==> src/rtl/fir_mac_controller.sv <==
// Sequencer for a serial single-MAC FIR: accepts a sample, writes it to the circular
// buffer, walks all taps newest-first, then holds output_valid until the result is taken.
module fir_mac_controller #(
  parameter int LUT_size = 64,
  localparam int adr_width = $clog2(LUT_size)
) (
  input  logic                 clk,
  input  logic                 rst,
  input  logic                 input_valid,
  output logic                 input_ready,
  output logic                 sample_wr_en,
  output logic [adr_width-1:0] sample_wr_adr,
  output logic [adr_width-1:0] sample_adr,
  output logic [adr_width-1:0] coef_adr,
  output logic                 acc_clear,
  output logic                 acc_en,
  output logic                 output_valid,
  input  logic                 output_ready
);

  typedef enum logic [1:0] {IDLE, CALC, DONE} state_t;

  localparam logic [adr_width-1:0] LAST = adr_width'(LUT_size - 1);
  localparam logic [adr_width-1:0] ONE  = adr_width'(1);

  state_t               state, state_next;
  logic [adr_width-1:0] wptr, wptr_next;
  logic [adr_width-1:0] tap, tap_next;

  always_ff @(posedge clk) begin
    if (rst) begin
      state <= IDLE;
      wptr  <= '0;
      tap   <= '0;
    end else begin
      state <= state_next;
      wptr  <= wptr_next;
      tap   <= tap_next;
    end
  end

  always_comb begin
    state_next    = state;
    wptr_next     = wptr;
    tap_next      = tap;
    input_ready   = 1'b0;
    sample_wr_en  = 1'b0;
    sample_wr_adr = wptr;
    sample_adr    = '0;
    coef_adr      = '0;
    acc_clear     = 1'b0;
    acc_en        = 1'b0;
    output_valid  = 1'b0;

    unique case (state)
      IDLE: begin
        input_ready = 1'b1;
        if (input_valid) begin
          sample_wr_en = 1'b1;
          acc_clear    = 1'b1;
          tap_next     = '0;
          state_next   = CALC;
        end
      end
      CALC: begin
        acc_en   = 1'b1;
        coef_adr = tap;
        // Explicit wrap so non-power-of-2 depths never address past LUT_size-1;
        // the sum stays below LUT_size, so modulo-2^adr_width overflow cancels out.
        sample_adr = (wptr >= tap) ? wptr - tap : wptr + (LAST - tap) + ONE;
        if (tap == LAST) begin
          tap_next   = '0;
          state_next = DONE;
        end else begin
          tap_next = tap + ONE;
        end
      end
      DONE: begin
        output_valid = 1'b1;
        if (output_ready) begin
          wptr_next  = (wptr == LAST) ? '0 : wptr + ONE;
          state_next = IDLE;
        end
      end
      default: state_next = IDLE;
    endcase
  end

endmodule

==> config.mk <==
export PLATFORM = sky130hd
export DESIGN_NAME = fir_mac_controller
export DESIGN_NICKNAME = d
export VERILOG_FILES = /design/src/rtl/fir_mac_controller.sv
export SDC_FILE = /design/constraint.sdc
export NUM_CORES = 1
export LEC_CHECK = 0
export ABC_AREA = 1
export BUFFER_PORTS_ARGS = -buffer_cell sky130_fd_sc_hd__buf_2
export CAP_MARGIN = 5
export CORE_MARGIN = 2
export CORE_UTILIZATION = 51
export CTS_CLUSTER_SIZE = 10
export DETAILED_ROUTE_END_ITERATION = 16
export PLACE_DENSITY_LB_ADDON = 0.3
export SLEW_MARGIN = 20
export SYNTH_ARGS = -nofsm -noshare
export SYNTH_HDL_FRONTEND = slang
export SYNTH_SLANG_ARGS = --single-unit
==> constraint.sdc <==
create_clock -name clk -period 2 [get_ports clk]
set_input_delay 0.3 -clock clk [delete_from_list [all_inputs] [get_ports clk]]
set_output_delay 0.3 -clock clk [all_outputs]
set_load 0.01 [all_outputs]
==> flow_summary.json <==
{
  "min_path_type": "input pin to flop",
  "antenna_left": 0,
  "drive_above_1_share": 0.351,
  "fmax_mhz": 482,
  "cts_buffer_depth": 2,
  "post-dp-hpwl_um": 1830,
  "hold_buffers": 0,
  "num_antenna_cells": 0,
  "finalCritPeriodShare": 1.04,
  "syn-cell-area_um2": 1000,
  "outcome": "finished with violations",
  "multi_input_area_um2": 668,
  "crit_fanout": 3,
  "fill_cells": 176,
  "final_cell_mix": "nand2_1, buf_2, nor2_1, inv_1, a21oi_1",
  "dieArea_um2": 2340,
  "tns_ns": -0.0745,
  "start_util": 0.528,
  "h-tree-depth": 1,
  "finalHoldViolCount": 0,
  "cts_sinks": 14,
  "layout_commonest_cell": "nand2_1",
  "power_leakage_uw": 0.000603,
  "skew_ns": 0.00711,
  "grt_pass1_vias": 1033,
  "synthDistinctLibCells": 28,
  "drv_cap": 0,
  "ios": 27,
  "gp_congestion": 0.860,
  "ys_ff_latch": 14,
  "post_drt_wl_per_cell_um": 12.8,
  "syn_avg_cell_area_um2": 6.65,
  "violations": "negative setup slack",
  "overflow": 0,
  "vias_per_cell": 5.15,
  "finalSetupViolations": 1,
  "slew_violations": 0,
  "rows": 16,
  "syn_inst": 151,
  "dp_slack_ns": 0.132,
  "dr.first_iter.drc_count": 21,
  "endpoint_kind": "primary output",
  "drc": 0,
  "grt_usage": 0.229,
  "vias": 1092,
  "clk_latency_ns": 0.28,
  "critPathRequiredTime_ns": 1.70,
  "final_cells": 212,
  "slew_headroom": 0.819,
  "cp-start-kind": "flop",
  "grt_max_degree": 12,
  "die_x_um": 48.4,
  "core-area_um2": 1900,
  "wl_um": 2710,
  "regArea_um2": 289,
  "cts_tree": "yes",
  "cts_root_buffer": "clkbuf_4",
  "finalPower_uw": 641,
  "max-vdd-ir-drop_uv": 433,
  "antenna_found_initial": 0,
  "synthToLayoutAreaGrowth_pct": 28.4,
  "placed_cells": 206,
  "cts_made_buffers": 3,
  "dr.pass1.iters": 4,
  "fin_crit_ns": 2.07,
  "p_per_area_nw_per_um2": 497,
  "critical_path_class": "flop to primary output",
  "syn_nets": 163,
  "worst_slew_pin_slew_ns": 0.271,
  "grt_first_pass_wirelength_um": 4260,
  "seq_area_frac_synth": 0.279,
  "layout.nets": 199,
  "layout_setup_ws_ns": -0.0745,
  "port-buffer-count": 26,
  "yosysWarnings": 0,
  "rsz0062_at_grt": "yes",
  "arrival_ns": 1.77,
  "die_h_um": 48.4,
  "clk_pin_slew_ns": 0.09
}
-- power breakdown --
| part | internal, uW | switching (uW) | total (uW) |
|---|---|---|---|
| clock | 69.8 | 95.5 | 165 |
| sequential | 288 | 8.85 | 297 |
| combinational | 69.5 | 109 | 179 |
| total | 427 | 214 | 641 |
-- metal layers --
layer | vias up | track usage | wire, um
li1 | 547 | - | -
met4 | 0 | 0.0810 | 42
met1 | 485 | 0.280 | 1200
met2 | 54 | 0.403 | 1280
met3 | 6 | 0.0401 | 188
met5 | - | 0 | 0
-- area by class of cell --
type	instances	share of cell area
multi-input cells	111	0.518
flip-flops and latches	14	0.224
repair buffers	34	0.147
inverters	23	0.0669
well taps	27	0.0262
clock buffers	3	0.0175
-- registers in the layout, summed over array words and instances (netlist names) --
register,cells
tap,6
state,2
sample_wr_adr,6
-- Yosys cell counts --
master,number,area (um^2)
ha_1,7,87.6
nor3b_1,1,7.51
buf_4,1,7.51
buf_6,1,11.3
nand2_1,34,128
nand2_4,1,11.3
a31oi_1,1,6.26
xor2_1,2,17.5
nand3_2,1,10.0
dfxtp_1,14,280
nand3_1,6,30.0
fa_1,1,20.0
nor2_1,23,86.3
nand2_2,2,12.5
o21ai_0,4,20.0
clkbuf_1,1,3.75
o21bai_1,2,15.0
xnor2_1,1,8.76
a21oi_1,12,60.1
inv_2,2,7.51
clkinv_1,1,3.75
o21ai_1,3,15.0
inv_1,20,75.1
nor2_4,3,33.8
nor3_1,3,15.0
o211ai_1,1,7.51
a21oi_2,2,17.5
nand4_1,1,6.26
-- through the flow --
step,hold WS (ns),instance area [um^2],util
CTS,0.307,1230,0.649
global route,0.309,1290,0.678
finish,0.298,1290,0.678
detailed placement,0.485,1180,0.622
floorplan,0.465,1000,-
global placement,0.481,1180,0.622
-- worst paths after layout --
path / slack [ns] / to / depth (start not counted) / startpoint
max reg2reg: 0.55 / tap[0]$_SDFFE_PP0P_ / 7 / tap[0]$_SDFFE_PP0P_
min reg2reg: 0.50 / tap[4]$_SDFFE_PP0P_ / 2 / tap[4]$_SDFFE_PP0P_
max: -0.07 / sample_adr[4] / 11 / sample_wr_adr[0]$_SDFFE_PP0P_
min: 0.30 / state[0]$_SDFFE_PP0P_ / 3 / input_valid
-- worst max-delay path, cell delays in order, from the launching register on --
cell,delay (ns)
dfxtp_2,0.33
inv_2,0.06
ha_4,0.14
inv_2,0.04
fa_2,0.36
nand2_2,0.08
nand2_2,0.05
a21oi_2,0.14
nand2_1,0.06
nand2_1,0.05
nor2_1,0.05
buf_2,0.13
-- timing repair --
item	4_1_cts	5_1_grt
pin swaps	6	7
resized for setup	8	10
cloned	0	0
setup buffers	1	2
endpoints found under the setup margin	1	4
-- cells by family (layout without fill, tap and decap cells) --
family                   after synthesis  after routing  share of synthesized area
XOR/XNOR                               3              3                     0.0262
AO/OA/AOI/OAI                         25             25                      0.141
adder cells (fa/ha/maj)                8              8                      0.107
AND/OR/NAND/NOR                       75             75                      0.339
buffers and inverters                 26             60                      0.108
flip-flops                            14             14                      0.279
No activity file was read; power rests on OpenSTA's default activity.
